### src/rtl/rv32i_pkg.sv
// Shared RV32I branch/jump constants and the resolver state encoding.
package rv32i_pkg;

  localparam logic [2:0] F3_BEQ  = 3'b000;
  localparam logic [2:0] F3_BNE  = 3'b001;
  localparam logic [2:0] F3_BLT  = 3'b100;
  localparam logic [2:0] F3_BGE  = 3'b101;
  localparam logic [2:0] F3_BLTU = 3'b110;
  localparam logic [2:0] F3_BGEU = 3'b111;

  // Low target bits that must be zero for a 4-byte aligned instruction fetch.
  localparam logic [1:0] INSTR_ALIGN_MASK = 2'b11;

  typedef enum logic [1:0] {
    IDLE     = 2'd0,
    REDIRECT = 2'd1,
    FLUSH    = 2'd2
  } resolver_state_e;

endpackage

### src/rtl/branch_cond_eval.sv
// Maps B-type funct3 plus comparator flags to a taken decision and comparator signedness.
module branch_cond_eval
  import rv32i_pkg::*;
(
  input  logic [2:0] funct3,
  input  logic       br_eq,
  input  logic       br_lt,
  output logic       taken_c,
  output logic       bad_funct3_c,
  output logic       branch_op_c
);

  // Condition decode; only the unsigned compares select unsigned mode.
  always_comb begin
    taken_c      = 1'b0;
    bad_funct3_c = 1'b0;
    branch_op_c  = 1'b1;
    case (funct3)
      F3_BEQ:  taken_c = br_eq;
      F3_BNE:  taken_c = !br_eq;
      F3_BLT:  taken_c = br_lt;
      F3_BGE:  taken_c = !br_lt;
      F3_BLTU: begin
        taken_c     = br_lt;
        branch_op_c = 1'b0;
      end
      F3_BGEU: begin
        taken_c     = !br_lt;
        branch_op_c = 1'b0;
      end
      default: bad_funct3_c = 1'b1;
    endcase
  end

endmodule

### src/rtl/branch_resolver.sv
// Execute-stage branch/jump resolver: decides taken, issues a handshaked PC redirect, then flushes.
module branch_resolver #(
  parameter int unsigned DATA_WIDTH   = 32,
  parameter int unsigned FLUSH_CYCLES = 2,
  parameter int unsigned CNT_W        = 2
) (
  input  logic                  i_clk,
  input  logic                  i_rst,
  input  logic                  i_valid,
  output logic                  o_ready,
  input  logic                  i_is_branch,
  input  logic                  i_is_jal,
  input  logic                  i_is_jalr,
  input  logic [2:0]            i_funct3,
  input  logic [DATA_WIDTH-1:0] i_pc,
  input  logic [DATA_WIDTH-1:0] i_imm,
  input  logic [DATA_WIDTH-1:0] i_rs1,
  output logic                  BranchOp,
  input  logic                  BrEq,
  input  logic                  BrLT,
  output logic                  o_resolved,
  output logic                  o_taken,
  output logic [DATA_WIDTH-1:0] o_link,
  output logic                  o_link_we,
  output logic                  o_redirect_valid,
  output logic [DATA_WIDTH-1:0] o_redirect_pc,
  input  logic                  i_redirect_ready,
  output logic                  o_flush,
  output logic                  o_misalign,
  output logic                  o_illegal
);

  import rv32i_pkg::*;

  resolver_state_e       state_q, state_d;
  logic [CNT_W-1:0]      cnt_q, cnt_d;
  logic                  resolved_d, taken_d, link_we_d, redirect_valid_d;
  logic                  flush_d, misalign_d, illegal_d;
  logic [DATA_WIDTH-1:0] link_d, redirect_pc_d;

  logic                  cond_taken_c, bad_funct3_c;
  logic                  type_onehot_c, jump_c, taken_c, aligned_c;
  logic [DATA_WIDTH-1:0] pc_rel_c, jalr_sum_c, target_c;

  branch_cond_eval u_cond (
    .funct3       (i_funct3),
    .br_eq        (BrEq),
    .br_lt        (BrLT),
    .taken_c      (cond_taken_c),
    .bad_funct3_c (bad_funct3_c),
    .branch_op_c  (BranchOp)
  );

  // Type decode, target arithmetic and alignment check for the presented instruction.
  always_comb begin
    type_onehot_c = (i_is_branch ^ i_is_jal ^ i_is_jalr) & !(i_is_branch & i_is_jal & i_is_jalr);
    jump_c        = i_is_jal | i_is_jalr;
    pc_rel_c      = i_pc + i_imm;
    jalr_sum_c    = i_rs1 + i_imm;
    target_c      = i_is_jalr ? {jalr_sum_c[DATA_WIDTH-1:1], 1'b0} : pc_rel_c;
    taken_c       = jump_c | (i_is_branch & cond_taken_c);
    aligned_c     = (target_c[1:0] & INSTR_ALIGN_MASK) == 2'b00;
  end

  assign o_ready = (state_q == IDLE);

  // Next-state and next registered-output logic.
  always_comb begin
    state_d          = state_q;
    cnt_d            = cnt_q;
    resolved_d       = 1'b0;
    taken_d          = 1'b0;
    link_we_d        = 1'b0;
    flush_d          = 1'b0;
    misalign_d       = 1'b0;
    illegal_d        = 1'b0;
    link_d           = o_link;
    redirect_valid_d = o_redirect_valid;
    redirect_pc_d    = o_redirect_pc;
    case (state_q)
      IDLE: begin
        if (i_valid) begin
          if (!type_onehot_c || (i_is_branch && bad_funct3_c)) begin
            illegal_d = 1'b1;
          end else begin
            resolved_d = 1'b1;
            if (jump_c) begin
              link_we_d = 1'b1;
              link_d    = i_pc + DATA_WIDTH'(4);
            end
            if (taken_c) begin
              if (!aligned_c) begin
                misalign_d = 1'b1;
              end else begin
                taken_d          = 1'b1;
                redirect_valid_d = 1'b1;
                redirect_pc_d    = target_c;
                state_d          = REDIRECT;
              end
            end
          end
        end
      end
      REDIRECT: begin
        if (i_redirect_ready) begin
          redirect_valid_d = 1'b0;
          if (FLUSH_CYCLES > 0) begin
            state_d = FLUSH;
            cnt_d   = CNT_W'(FLUSH_CYCLES);
            flush_d = 1'b1;
          end else begin
            state_d = IDLE;
          end
        end
      end
      FLUSH: begin
        if (cnt_q <= CNT_W'(1)) begin
          cnt_d   = '0;
          state_d = IDLE;
        end else begin
          cnt_d   = cnt_q - CNT_W'(1);
          flush_d = 1'b1;
        end
      end
      default: begin
        cnt_d   = '0;
        state_d = IDLE;
      end
    endcase
  end

  // State, counter and output registers with synchronous reset.
  always_ff @(posedge i_clk) begin
    if (i_rst) begin
      state_q          <= IDLE;
      cnt_q            <= '0;
      o_resolved       <= 1'b0;
      o_taken          <= 1'b0;
      o_link           <= '0;
      o_link_we        <= 1'b0;
      o_redirect_valid <= 1'b0;
      o_redirect_pc    <= '0;
      o_flush          <= 1'b0;
      o_misalign       <= 1'b0;
      o_illegal        <= 1'b0;
    end else begin
      state_q          <= state_d;
      cnt_q            <= cnt_d;
      o_resolved       <= resolved_d;
      o_taken          <= taken_d;
      o_link           <= link_d;
      o_link_we        <= link_we_d;
      o_redirect_valid <= redirect_valid_d;
      o_redirect_pc    <= redirect_pc_d;
      o_flush          <= flush_d;
      o_misalign       <= misalign_d;
      o_illegal        <= illegal_d;
    end
  end

endmodule
### config.mk
export PLATFORM = sky130hd
export DESIGN_NAME = branch_resolver
export DESIGN_NICKNAME = d
export VERILOG_FILES = /design/src/rtl/rv32i_pkg.sv /design/src/rtl/branch_cond_eval.sv /design/src/rtl/branch_resolver.sv
export SDC_FILE = /design/constraint.sdc
export NUM_CORES = 1
export LEC_CHECK = 0
export CAP_MARGIN = 20
export CORE_ASPECT_RATIO = 0.75
export CORE_UTILIZATION = 24
export CTS_CLUSTER_DIAMETER = 60
export DETAILED_ROUTE_END_ITERATION = 16
export PLACE_DENSITY = 0.46
export SLEW_MARGIN = 10
export SYNTH_ARGS = -nofsm -noshare
export SYNTH_HDL_FRONTEND = slang
export SYNTH_SLANG_ARGS = --single-unit
### constraint.sdc
create_clock -name i_clk -period 4 [get_ports i_clk]
set_clock_uncertainty 0.05 [all_clocks]
set_input_delay 1 -clock i_clk [delete_from_list [all_inputs] [get_ports i_clk]]
set_output_delay 1 -clock i_clk [all_outputs]
set_load 0.1 [all_outputs]
==> results.toml, run 1 <==
[synthesis]
yosysSeqAreaShare = 0.234
mappedNetlistArea_sq_um = 6420
synth-edff-count = 0
avgSynthCellArea_sq_um = 7.90
yosysWarnings = 0
synth_top_area_share = 0.234
syn_inst = 812
yosys-top-cells-area = "dfxtp_1 (23%), ha_1 (13%), xor2_1 (6.0%)"
synth-seq-cells = 75
synth.distinct_cells = 70
async_reset_ff_frac = 0
synth_nets = 988
yosysTopAreaCell = "dfxtp_1"
synth_ff_type = "dfxtp_1"

[die]
start_util = 0.246
core-area_sq_um = 26100
num_rows = 51
die_w_microns = 191
dieArea_sq_um = 27400
die_h_microns = 144
pin_count = 181

[global_route]
overflow = 0
grt_pass1_vias = 6598
grt_pass1_wl_mm = 37.2
antenna_found_initial = 0
grt_max_degree = 34
grt_use_total = 0.177

[place]
dp_hpwl_mm = 20.3
place_congestion = 0.876
port_buffers = 180
placed_cells = 1412
placed_area_sq_um = 9340

[clock_tree]
root_buffer = "clkbuf_16"
cts_buffers = 9
cts_tree = "done"
insertion_delay_ps = 350
path_clk_slew_ps = 70
clock_path_buffers = 2
cts.sinks = 75
cts_max_level = 3

[critical_path]
setup.worst_path.end = "o_redirect_pc[25]"
r2r-end = "o_redirect_pc[24]"
end_kind = "flop"
critPathRequiredTime_ps = 4210
critPathKind = "in -> reg"
cp_max_fo = 5
worst-r2r-setup-slack_ps = 1740
startpoint = "i_rs1[1]"
cp.arrival_ps = 4040
r2r-start = "state_q[0]"
worstSetupStartpointType = "input port"
worstRegToRegCells = 7

[power]
ir_worst_vdd_mv = 0.270
leakagePower_nw = 4.13
powerDensity_nw_per_um2 = 364

[sta]
post-route-period-util = 0.957
timing.fmax_mhz = 261
maxSlewHeadroom = 0.295
worstMarginPinSlew_ps = 1050
setup_viol = 0
hold_viol = 0
maxSlewViolCount = 0
min_period_ps = 3830

[hold_path]
hp-class = "reg -> reg"

[routing]
drt_drc_violations_left = 0
via_count = 6947
ant_nets = 0
routedWlPerCell_microns = 17.2
vias_per_cell = 4.85
drtIter0Drc = 438
drt-total-wl_mm = 24.7
dr.pass1.iters = 5

[cells_and_area]
areaGrowthSynthToFinish_pct = 52.1
final_nets = 1260
final_cell_mix = "clkdlybuf4s50_1 (173), buf_4 (114), nand2_1 (97)"
fin_util = 0.374
drive_gt1_frac = 0.154
final_cells = 1433
diodes = 0
layout_commonest_cell = "clkdlybuf4s50_1"
finalInstanceArea_sq_um = 9760

[job]
maxCapViolCount = 0

[run_status]
status = "completed"
[area by class of cell]
| class | count | area, sq um |
|---|---|---|
| Clock buffer | 9 | 225 |
| Clock inverter | 7 | 87.6 |
| Fill cell | 2770 | 16300 |
| Inverter | 17 | 63.8 |
| Multi-Input combinational cell | 688 | 4770 |
| Sequential cell | 75 | 1500 |
| Tap cell | 344 | 430 |
| Timing Repair Buffer | 293 | 2690 |
[critical path, stage by stage]
cell and delay, ps:
clkdlybuf4s50_1 450, ha_1 300, a31o_2 140, a21oi_1 70, buf_4 140, o211ai_1 350, a31oi_2 130, buf_4 170
o21a_1 210, o211ai_1 210, a21oi_1 130, o21ai_0 360, mux2i_1 140, a211oi_1 220
[registers in the layout, summed over array words and instances (netlist names)]
name / flops
cnt_q: 2
o_flush: 1
o_illegal: 1
o_link: 32
o_link_we: 1
o_misalign: 1
o_redirect_pc: 32
o_redirect_valid: 1
o_resolved: 1
o_taken: 1
state_q: 2
[how the worst min path moves through the flow]
stage          slack [ps]               from  depth (start not counted)           endpoint
2_1_floorplan         400           cnt_q[1]                          2           cnt_q[1]
3_3_place_gp          390  o_redirect_pc[14]                          2  o_redirect_pc[14]
3_5_place_dp          400         o_link[30]                          2         o_link[30]
4_1_cts               410         o_link[30]                          2         o_link[30]
5_1_grt               420         o_link[30]                          2         o_link[30]
6_report              410         o_link[30]                          2         o_link[30]
[power breakdown]
group | switching, mW | leakage, nW | internal (mW)
clock | 0.398 | 0.155 | 0.502
sequential | 0.0432 | 0.611 | 0.822
combinational | 1.14 | 3.36 | 0.644
[kinds of logic after synthesis]
logic type / share of synthesized area
buffers and inverters: 0.0349
flip-flops: 0.234
AO/OA/AOI/OAI: 0.266
AND/OR/NAND/NOR: 0.195
multiplexers: 0.0205
XOR/XNOR: 0.115
adder cells (fa/ha/maj): 0.135
[layer usage]
layer | GRT usage | routed length (microns)
met5 | 0 | 0
met4 | 0.0358 | 235
met3 | 0.0274 | 1330
met2 | 0.252 | 9910
met1 | 0.275 | 13200
[through the flow]
stage	setup TNS (ps)	total power [mW]	worst slack, ps	hold WS (ps)
after floorplan	0	2.05	503	403
after global placement	-4100	2.65	-490	395
after detailed placement	-4470	2.64	-555	399
after CTS	0	3.57	1.65	409
after global routing	-2.54	3.74	-2.11	425
final	0	3.55	174	409
[synth_stat cells (12+ instances only)]
library cell and number:
and3_1 12, a21o_1 28, a211oi_1 15, a21oi_1 73, o21ai_0 41, nand3_1 30, nor3_1 13, mux2i_1 12
ha_1 66, xnor2_1 40, nor2_1 59, clkbuf_1 21, nand2_1 97, inv_1 16, xor2_1 44, dfxtp_1 75
a22oi_1 31
[timing repair]
item | in CTS | in global routing
gates resized for setup | 5 | 15
pin swaps | 2 | 11
setup endpoints to repair | 4 | 15
buffers inserted | 0 | 5
hold buffers | 0 | 0
gates cloned | 0 | 0
No activity file was read; power rests on OpenSTA's default activity.
==> inputs of run 2 (changes only) <==
Settings changed: CELL_PAD_IN_SITES_DETAIL_PLACEMENT set to 1, CELL_PAD_IN_SITES_GLOBAL_PLACEMENT set to 1, PLACE_DENSITY 0.46 to 0.59.
==> run 2 against run 1 <==
Sequential share of layout area fell by 0.053 points. Non-clock buffer count rose by 4. Flip-flop and latch count did not move. Core utilization rose by 0.13 points. Clock power fell by 2.4%. Global-route usage rose by 1.4 points. Critical endpoint is now o_redirect_pc[30]. Worst hold slack improved by 1.9 ps. Highest routed layer unchanged.
==> results.toml, run 2 (synthesis gave the netlist of run 1 again) <==
[run_status]
status = "completed"

[critical_path]
startpoint = "i_imm[2]"
critPathRequiredTime_ps = 4200
r2r-end = "o_redirect_pc[18]"
cp_max_fo = 4
worstSetupStartpointType = "input port"
r2r-start = "state_q[0]"
critPathKind = "in -> reg"
end_kind = "flop"
worst-r2r-setup-slack_ps = 1520
worstRegToRegCells = 7
cp.arrival_ps = 4010
setup.worst_path.end = "o_redirect_pc[30]"

[cells_and_area]
drive_gt1_frac = 0.163
layout_commonest_cell = "clkdlybuf4s50_1"
fin_util = 0.375
areaGrowthSynthToFinish_pct = 52.6
finalInstanceArea_sq_um = 9800
final_cells = 1437
final_cell_mix = "clkdlybuf4s50_1 (171), buf_4 (122), nand2_1 (97)"
diodes = 0
reg.largest.list = "o_link x32, o_redirect_pc x32"
final_nets = 1264

[die]
die_h_microns = 144
die_w_microns = 191
core-area_sq_um = 26100
num_rows = 51
pin_count = 181
dieArea_sq_um = 27400
start_util = 0.246

[routing]
vias_per_cell = 4.92
routedWlPerCell_microns = 18.5
drt_drc_violations_left = 0
ant_nets = 0
via_count = 7075
drtIter0Drc = 323
dr.pass1.iters = 5
drt-total-wl_mm = 26.5

[sta]
min_period_ps = 3810
rsz0062_at_grt = "no"
finalWorstSetupSlack_ps = 187
hold_viol = 0
setup_viol = 0
post-route-period-util = 0.953
worstMarginPinSlew_ps = 1050
maxSlewHeadroom = 0.295
timing.fmax_mhz = 262
maxSlewViolCount = 0

[global_route]
grt_busiest_layer = "met2"
grt_pass1_vias = 7159
met3_usage = 0.0315
antenna_found_initial = 0
grt_pass1_wl_mm = 40.2
met2_usage = 0.292
grt_use_total = 0.191
grt.met1_usage = 0.282
grt_max_degree = 29
overflow = 0

[power]
powerDensity_nw_per_um2 = 363
leakagePower_nw = 4.14
ir_worst_vdd_mv = 0.264

[clock_tree]
root_buffer = "clkbuf_16"
path_clk_slew_ps = 70
cts_tree = "done"
cts.sinks = 75
cts_buffers = 9
insertion_delay_ps = 350
cts_max_level = 3
clock_path_buffers = 2

[job]
maxCapViolCount = 0

[hold_path]
hp-start = "o_redirect_pc[14]"
hp-class = "reg -> reg"

[place]
port_buffers = 180
pre_cts_ws_ps = -613
place_congestion = 0.838
placed_area_sq_um = 9350
placed_cells = 1417
dp_hpwl_mm = 22.1
run 2: cell count changes in the layout (fill, tap and decap cells not counted), sizes merged:
cell | previous run | this run
clkinv | 0 | 1
clkinvlp | 0 | 2
buf | 117 | 123
inv | 23 | 20
clkdlybuf4s50 | 173 | 171
run 2: through the flow:
step / total power [mW] / setup TNS (ps) / hold slack, ps
finish: 3.55 / 0 / 410
global route: 3.74 / 0 / 432
CTS: 3.57 / -30.8 / 412
detailed placement: 2.67 / -4680 / 402
global placement: 2.65 / -4190 / 397
floorplan: 2.05 / 0 / 403
run 2: what timing repair did:
action                                  4_1_cts  5_1_grt
hold buffers                                  0        0
resized for setup                             4       21
endpoints found under the setup margin        4       13
pin swaps                                     2       13
buffers inserted                              1        3
run 2: area by class of cell:
cell class,count,area [sq um]
fill,3103,16300
sequential,75,1500
timing repair buffer,297,2690
clock buffer,9,225
clock inverter,7,82.6
multi-input combinational,688,4810
inverter,17,63.8
tap,344,430
run 2: where the power goes:
part           internal [mW]  switching [mW]  leakage (nW)
clock network          0.494           0.384         0.145
logic                  0.646            1.16          3.38
registers              0.822          0.0440         0.611
total                   1.96            1.59          4.14
run 2: worst min path at each step:
stage,slack (ps),cells past startpoint,to
finish,410,2,o_redirect_pc[14]
floorplan,400,2,cnt_q[1]
global route,430,2,o_redirect_pc[14]
CTS,410,2,o_link[28]
detailed placement,400,2,o_link[28]
global placement,400,2,o_link[16]
run 2: critical path, cell delays in order:
cell             delay, ps
clkdlybuf4s50_1        430
buf_4                  150
ha_4                   280
a21oi_2                 70
nand4b_1               310
a2111oi_4              450
o311a_1                260
o2111ai_4              190
a21oi_4                230
o221ai_2               140
o21ai_2                140
xnor2_1                 80
a222oi_1               300
run 2: layer usage:
metal	vias to the layer above	wire length, microns
li1	3549	-
met1	3373	14000
met2	138	11200
met3	15	1150
met4	0	246
met5	-	0
==> inputs of run 3 (changes only) <==
Settings changed: CORE_ASPECT_RATIO 0.75 to 2.
==> run 3 against run 2 <==
Die area grew 0.12%. First-iteration DRC count shrank 28%. Clock-buffer cell count grew 1. Non-clock buffer count shrank 8. Combinational power is essentially flat. Worst setup slack lost 7.6 ps. Clock power shrank 8.8%. Cell count shrank 0.63%. Largest power group unchanged.
==> results.toml, run 3 (synthesis gave the netlist of run 1 again) <==
[run_status]
status = "completed"

[die]
pin_count = 181
core-area_sq_um = 26300
die_h_microns = 233
die_w_microns = 118
num_rows = 84
start_util = 0.244
dieArea_sq_um = 27400

[sta]
maxSlewViolCount = 0
hold_viol = 0
min_period_ps = 3820
setup_viol = 0
maxSlewHeadroom = 0.298
timing.fmax_mhz = 262
hold-worst-slack_ps = 408
worstMarginPinSlew_ps = 1050
post-route-period-util = 0.955

[cells_and_area]
reg.largest.list = "o_link x32, o_redirect_pc x32"
fin_util = 0.369
areaGrowthSynthToFinish_pct = 50.9
finalInstanceArea_sq_um = 9690
drive_gt1_frac = 0.159
diodes = 0
final_cells = 1428
final_cell_mix = "clkdlybuf4s50_1 (165), buf_4 (118), nand2_1 (97)"
final_nets = 1256
layout_commonest_cell = "clkdlybuf4s50_1"
n_fill_cell = 3169

[clock_tree]
cts_tree = "done"
cts_buffers = 9
root_buffer = "clkbuf_16"
path_clk_slew_ps = 60
insertion_delay_ps = 370
clock_path_buffers = 2
cts.sinks = 75
cts_max_level = 3

[global_route]
overflow = 0
grt_max_degree = 35
grt_pass1_wl_mm = 43.4
grt_use_total = 0.211
grt_pass1_vias = 7759
antenna_found_initial = 0

[place]
place_congestion = 0.851
dp_hpwl_mm = 23.9
placed_area_sq_um = 9320
port_buffers = 180
placed_cells = 1412

[power]
leakagePower_nw = 4.10
powerDensity_nw_per_um2 = 359
ir_worst_vdd_mv = 0.213

[routing]
drt_drc_violations_left = 0
ant_nets = 0
drtIter0Drc = 233
vias_per_cell = 5.03
via_count = 7179
drt-total-wl_mm = 28.6
routedWlPerCell_microns = 20.0
dr.pass1.iters = 4

[hold_path]
hp-class = "reg -> reg"

[critical_path]
critPathKind = "in -> reg"
cp_max_fo = 6
end_kind = "flop"
critPathRequiredTime_ps = 4250
worstSetupStartpointType = "input port"
cp.arrival_ps = 4070

[job]
maxCapViolCount = 0
run 3: routing by layer:
layer | share of wire | vias up | GRT usage
met2 | 0.60 | 141 | 0.448
met1 | 0.33 | 3461 | 0.181
met5 | 0 | - | 0
li1 | - | 3532 | -
met4 | 0.046 | 0 | 0.120
met3 | 0.029 | 45 | 0.0315
run 3: layout make-up:
type / count / area [sq um] / area share
clock buffers: 10 / 229 / 0.0236
clock inverters: 5 / 41.3 / 0.00426
inverters: 17 / 63.8 / 0.00659
multi-input cells: 688 / 4780 / 0.494
flip-flops and latches: 75 / 1500 / 0.155
well taps: 344 / 430 / 0.0444
repair buffers: 289 / 2640 / 0.272
run 3: final timing paths:
path	startpoint	to	slack, ps	depth (start not counted)
worst min register to register	o_redirect_pc[14]	o_redirect_pc[14]	410	2
worst max-delay path	i_pc[8]	o_redirect_pc[24]	180	12
worst max register to register	state_q[0]	o_redirect_pc[19]	1680	9
worst min-delay path	o_redirect_pc[14]	o_redirect_pc[14]	410	2
run 3: power by group:
group | internal [mW] | switching, mW | total [mW]
logic | 0.638 | 1.17 | 1.81
clock network | 0.420 | 0.381 | 0.801
registers | 0.823 | 0.0444 | 0.867
run 3: what timing repair did:
| action | in CTS | in global routing |
|---|---|---|
| endpoints found under the hold margin | 0 | 0 |
| pin swaps | 0 | 11 |
| endpoints found under the setup margin | 2 | 15 |
| setup buffers | 0 | 1 |
| hold buffers | 0 | 0 |
| gates cloned | 0 | 0 |
| gates resized for setup | 1 | 20 |
run 3: stage by stage:
stage / power, mW / worst slack (ps) / TNS (ps)
after global placement: 2.67 / -375 / -3910
after CTS: 3.51 / 3.59 / 0
after detailed placement: 2.69 / -419 / -4680
final: 3.48 / 180 / 0
after global routing: 3.66 / -5.94 / -5.94
after floorplan: 2.05 / 503 / 0
run 3: critical path: stages:
cell,delay [ps]
clkdlybuf4s50_1,470
ha_1,410
o21a_1,200
nor2_1,270
o22ai_1,140
o311a_1,410
o2111ai_2,260
buf_4,140
nand3b_1,80
a21oi_2,200
mux2_2,350
a21boi_1,140
